**src/rtl/hazard_ctrl.sv**
```systemverilog
`default_nettype none
// ============================================================================
//  Module      : hazard_ctrl
//  Description : Pipeline hazard controller beside the decode stage. Drives the
//                enable/clear pins of the PC, IF/ID and ID/EX registers from
//                load-use hazards, reads of a busy multi-cycle mul/div unit,
//                taken-branch flushes and a global memory freeze.
//  Ports       : clk, rst (async, active-low)
//                ID_RsAddr/ID_RtAddr/ID_UsesRs/ID_UsesRt/ID_UsesMD - ID operands
//                EX_MemRead/EX_RtAddr - load in EX; EX_MDStart - mul/div issue
//                Branch_Taken - flush; Mem_Stall - front-end freeze
//                PC_En, IFID_En, IFID_Clr, IDEX_En, IDEX_Clr - register controls
//                MD_Busy - mul/div busy; StallCycles - saturating stall count
//  Revision    : 1.0 - initial release
// ============================================================================
module hazard_ctrl #(
    parameter int MD_LATENCY = 32,  // >= 2
    parameter int CNT_W      = 6    // 2**CNT_W must exceed MD_LATENCY
) (
    input  logic        clk,
    input  logic        rst,
    input  logic [4:0]  ID_RsAddr,
    input  logic [4:0]  ID_RtAddr,
    input  logic        ID_UsesRs,
    input  logic        ID_UsesRt,
    input  logic        ID_UsesMD,
    input  logic        EX_MemRead,
    input  logic [4:0]  EX_RtAddr,
    input  logic        EX_MDStart,
    input  logic        Branch_Taken,
    input  logic        Mem_Stall,
    output logic        PC_En,
    output logic        IFID_En,
    output logic        IFID_Clr,
    output logic        IDEX_En,
    output logic        IDEX_Clr,
    output logic        MD_Busy,
    output logic [15:0] StallCycles
);

    typedef enum logic [0:0] {
        S_IDLE = 1'b0,
        S_BUSY = 1'b1
    } state_t;

    localparam logic [CNT_W-1:0] C_LOAD = CNT_W'(MD_LATENCY - 1);
    localparam logic [CNT_W-1:0] C_ONE  = CNT_W'(1);
    localparam logic [15:0]      C_SAT  = 16'hFFFF;

    state_t           r_state;
    state_t           w_state_nxt;
    logic [CNT_W-1:0] r_count;
    logic [CNT_W-1:0] w_count_nxt;
    logic [15:0]      r_stall_cnt;

    logic w_lu;
    logic w_mds;
    logic w_bubble;

    // Load-use: a load into a non-zero register feeding an operand read in ID.
    assign w_lu = EX_MemRead && (EX_RtAddr != 5'd0) &&
                  ((ID_UsesRs && (ID_RsAddr == EX_RtAddr)) ||
                   (ID_UsesRt && (ID_RtAddr == EX_RtAddr)));

    assign w_mds = (r_state == S_BUSY) && ID_UsesMD;

    // Bubble insertion only when neither the freeze nor a flush takes priority.
    assign w_bubble = rst && !Mem_Stall && !Branch_Taken && (w_lu || w_mds);

    // ------------------------------------------------------------------------
    // Busy FSM
    // ------------------------------------------------------------------------
    always_ff @(posedge clk or negedge rst) begin
        if (!rst) begin
            r_state <= S_IDLE;
            r_count <= '0;
        end else begin
            r_state <= w_state_nxt;
            r_count <= w_count_nxt;
        end
    end

    always_comb begin
        w_state_nxt = r_state;
        w_count_nxt = r_count;
        case (r_state)
            S_IDLE: begin
                // A frozen pipeline does not actually issue the op.
                if (EX_MDStart && !Mem_Stall) begin
                    w_state_nxt = S_BUSY;
                    w_count_nxt = C_LOAD;
                end
            end
            S_BUSY: begin
                // The unit keeps computing through a memory freeze; a new
                // start while busy cannot be legal and is ignored.
                w_count_nxt = r_count - C_ONE;
                if (r_count == C_ONE) begin
                    w_state_nxt = S_IDLE;
                end
            end
            default: begin
                w_state_nxt = S_IDLE;
                w_count_nxt = '0;
            end
        endcase
    end

    assign MD_Busy = (r_state == S_BUSY);

    // ------------------------------------------------------------------------
    // Register controls, combinational so they act in the same cycle
    // ------------------------------------------------------------------------
    always_comb begin
        PC_En    = 1'b1;
        IFID_En  = 1'b1;
        IFID_Clr = 1'b0;
        IDEX_En  = 1'b1;
        IDEX_Clr = 1'b0;
        if (!rst) begin
            // hold defaults while in reset regardless of inputs
        end else if (Mem_Stall) begin
            PC_En   = 1'b0;
            IFID_En = 1'b0;
            IDEX_En = 1'b0;
        end else if (Branch_Taken) begin
            // The wrong-path ID instruction is flushed, so its hazards are moot.
            IFID_Clr = 1'b1;
            IDEX_Clr = 1'b1;
        end else if (w_lu || w_mds) begin
            PC_En    = 1'b0;
            IFID_En  = 1'b0;
            IDEX_Clr = 1'b1;
        end
    end

    // ------------------------------------------------------------------------
    // Saturating stall-cycle counter
    // ------------------------------------------------------------------------
    always_ff @(posedge clk or negedge rst) begin
        if (!rst) begin
            r_stall_cnt <= '0;
        end else if (w_bubble && (r_stall_cnt != C_SAT)) begin
            r_stall_cnt <= r_stall_cnt + 16'd1;
        end
    end

    assign StallCycles = r_stall_cnt;

endmodule
`default_nettype wire

```
**config.mk**
```make
export PLATFORM = sky130hd
export DESIGN_NAME = hazard_ctrl
export DESIGN_NICKNAME = d
export VERILOG_FILES = /design/src/rtl/hazard_ctrl.sv
export SDC_FILE = /design/constraint.sdc
export NUM_CORES = 1
export LEC_CHECK = 0
export CORE_MARGIN = 3
export CORE_UTILIZATION = 40
export DETAILED_ROUTE_END_ITERATION = 6
export PLACE_DENSITY = 0.74
export RECOVER_POWER = 50
export SYNTH_ARGS = -nofsm -noshare
export SYNTH_HDL_FRONTEND = slang
export SYNTH_SLANG_ARGS = --single-unit
```
**constraint.sdc**
```tcl
create_clock -name clk -period 5.27 [get_ports clk]
set_input_delay 0.527 -clock clk [delete_from_list [all_inputs] [get_ports clk]]
set_output_delay 0.527 -clock clk [all_outputs]
set_load 0.02 [all_outputs]
```
==> impl_metrics.toml <==
[yosys]
ys.flop_type = "dfrtp_1"
syn_avg_cell_area_sq_um = 9.76
yosys_register_bits = 23
synth_cell_types = 27
syn_nets = 156
netlist_area_sq_mm = 0.00126
synth_edf_count = 0
synthCells = 129
yosysWarnings = 0
synthArstFlopShare_pct = 100
synth_seq_area_share_pct = 45.7

[setup_path]
crit_path_end_kind = "output pin"
r2r_end = "StallCycles[1]"
cp_max_fo = 26
r2r.worst_path.cells = 6
worstPathRequired_ns = 4.74
critPathLaunchType = "input pin"
r2r_start = "StallCycles[0]"
worstPathArrival_ns = 3.20
critPathKind = "input pin to output pin"
rrSetupSlack_ns = 3.15

[routing]
route.met3.wl_um = 230
routed.top_layer = "met4"
routed_wirelength_um = 2950
dr.pass1.iters = 4
drt_iter0_drc = 21
via_per_inst = 5.02
vias = 1089
wl_met2_um = 1440
wl_per_cell_um = 13.6
wl_met1_um = 1240
ant_nets = 0
drc_errors = 0

[clock_tree]
insertion_delay_ns = 0.31
cts_setup_buffers = 0
clock_path_buffers = 2
clkTransAtPathRegs_ns = 0.13
cts-root-buf = "clkbuf_4"
post_cts_resized = 0
htree_levels = 1
clock-sinks = 23
cts_tree = "built"
cts.hold.buffers_added = 0
numCtsBuffers = 3

[grt]
grt_pass1_vias = 1091
grt_pass1_wl_um = 4760
grt_max_degree = 27
gr-total-overflow = 0
antenna_found_initial = 0
grt_usage_pct = 16.9

[floorplan]
rows = 19
fp.dieH_um = 62.1
fp.dieW_um = 62.1
core_area_sq_mm = 0.00288
dieArea_sq_mm = 0.00386
start_util_pct = 43.8
num_io_pins = 46

[place]
portBuffers = 45
gp_congestion = 0.775
hpwl_um = 2320

[worst_hold_path]
hold_path_end = "StallCycles[12]"
min_path_type = "flop to flop"
whs_path_depth = 1
holdCritStartpoint = "StallCycles[12]"

[power_and_ir_drop]
power_density_mw_per_mm2 = 310
ir_drop_mv = 0.230
p_leak_nw = 0.702
power_mw = 0.543

[finish]
area_delta_synth_final_pct = 39.1
drive_gt1_share_pct = 2.86
fin_nets = 203
utilization_pct = 60.9
num_antenna_cells = 0

[timing]
setup_viol = 0
final.setup.tns_ns = 0
slew_violations = 0
fin_crit_sh_pct = 70.8
maxSlewHeadroom_pct = 11.7
fin_worst_skew_ns = 0.00282
tightestPinTransition_ns = 1.32
period_minus_slack_ns = 3.73
hold_violations = 0
rsz0062_at_grt = "false"
fmax_ghz = 0.268

[run]
maxCapViolations = 0

[outcome]
outcome = "complete, no violations"
## worst max-delay path: stages
cell	delay [ns]
dlygate4sd3_1	0.52
clkbuf_1	0.97
nor2b_1	0.28
a21boi_0	0.25
clkdlybuf4s50_1	0.65
## per-stage QoR
| step | setup slack (ns) | std cells | hold slack [ns] | instance area (sq um) |
|---|---|---|---|---|
| 3_3_place_gp | 2.25 | 213 | 0.483 | 1730 |
| 2_1_floorplan | 2.88 | 129 | 0.231 | 1260 |
| 3_5_place_dp | 2.14 | 213 | 0.490 | 1730 |
| 5_1_grt | 1.22 | 217 | 0.522 | 1750 |
| 6_report | 1.54 | 217 | 0.504 | 1750 |
| 4_1_cts | 2.13 | 217 | 0.512 | 1750 |
## worst max path at each step
stage | from | slack, ns | depth (start not counted) | endpoint
3_3_place_gp | EX_RtAddr[4] | 2.25 | 8 | IFID_En
5_1_grt | rst | 1.22 | 5 | IDEX_Clr
3_5_place_dp | EX_RtAddr[4] | 2.14 | 8 | IFID_En
6_report | rst | 1.54 | 5 | IDEX_Clr
2_1_floorplan | ID_RtAddr[4] | 2.88 | 7 | PC_En
4_1_cts | EX_RtAddr[4] | 2.13 | 8 | IFID_En
## area by class of cell
class / instances / area, sq um
clock inverters: 1 / 5.00
flip-flops and latches: 23 / 576
multi-input cells: 97 / 622
clock buffers: 3 / 22.5
fillers: 261 / 1130
repair buffers: 46 / 454
inverters: 5 / 18.8
well taps: 42 / 52.6
## report_power, final
part | leakage [nW] | switching [mW] | internal, mW
clock | 0.0177 | 0.0530 | 0.0284
combinational | 0.387 | 0.0909 | 0.0994
sequential | 0.298 | 0.0548 | 0.216
total | 0.702 | 0.199 | 0.344
## routing by layer
layer / up-vias / GRT usage (%)
li1: 531 / -
met1: 518 / 19.6
met2: 38 / 30.5
met3: 2 / 2.48
met4: 0 / 7.27
met5: - / 0
## logic make-up after synthesis
kind of cell / count (synthesis) / synth area share, %
xor+xnor: 26 / 18.1
fa+ha+maj: 3 / 2.98
flops: 23 / 45.7
mux: 1 / 0.895
buf+inv: 9 / 4.87
simple gates: 58 / 23.3
compound gates: 9 / 4.18
## state kept, by name, indices dropped and copies added (netlist names)
| name | cells |
|---|---|
| StallCycles | 16 |
| MD_Busy | 1 |
| r_count | 6 |
## cells in the final DEF (no fill, tap or decap)
cell type and count:
a21boi_0 1, a21oi_1 4, a32oi_1 1, and2_1 1, and3_1 2, and4bb_1 1, clkbuf_1 1, clkbuf_4 3
clkdlybuf4s50_1 39, clkinv_2 1, dfrtp_1 23, dlygate4sd3_1 6, ha_1 3, inv_1 5, mux2_2 1, nand2_1 17
nand2b_1 1, nand3_1 8, nand4_1 9, nor2_1 7, nor2b_1 3, nor3_1 7, nor4_1 1, nor4b_1 1
o21ai_0 2, o22ai_1 1, xnor2_1 24, xor2_1 2
## cell usage after synthesis (2+ instances only)
cell type / number / area [sq um]
and3_1: 2 / 12.5
nand2_1: 17 / 63.8
ha_1: 3 / 37.5
nand4_1: 9 / 56.3
dfrtp_1: 23 / 576
xnor2_1: 24 / 210
nor2b_1: 3 / 18.8
inv_1: 5 / 18.8
nor2_1: 7 / 26.3
nor3_1: 7 / 35.0
xor2_1: 2 / 17.5
o21ai_0: 2 / 10.0
nand3_1: 8 / 40.0
a21oi_1: 4 / 20.0
No activity file was read; power rests on OpenSTA's default activity.
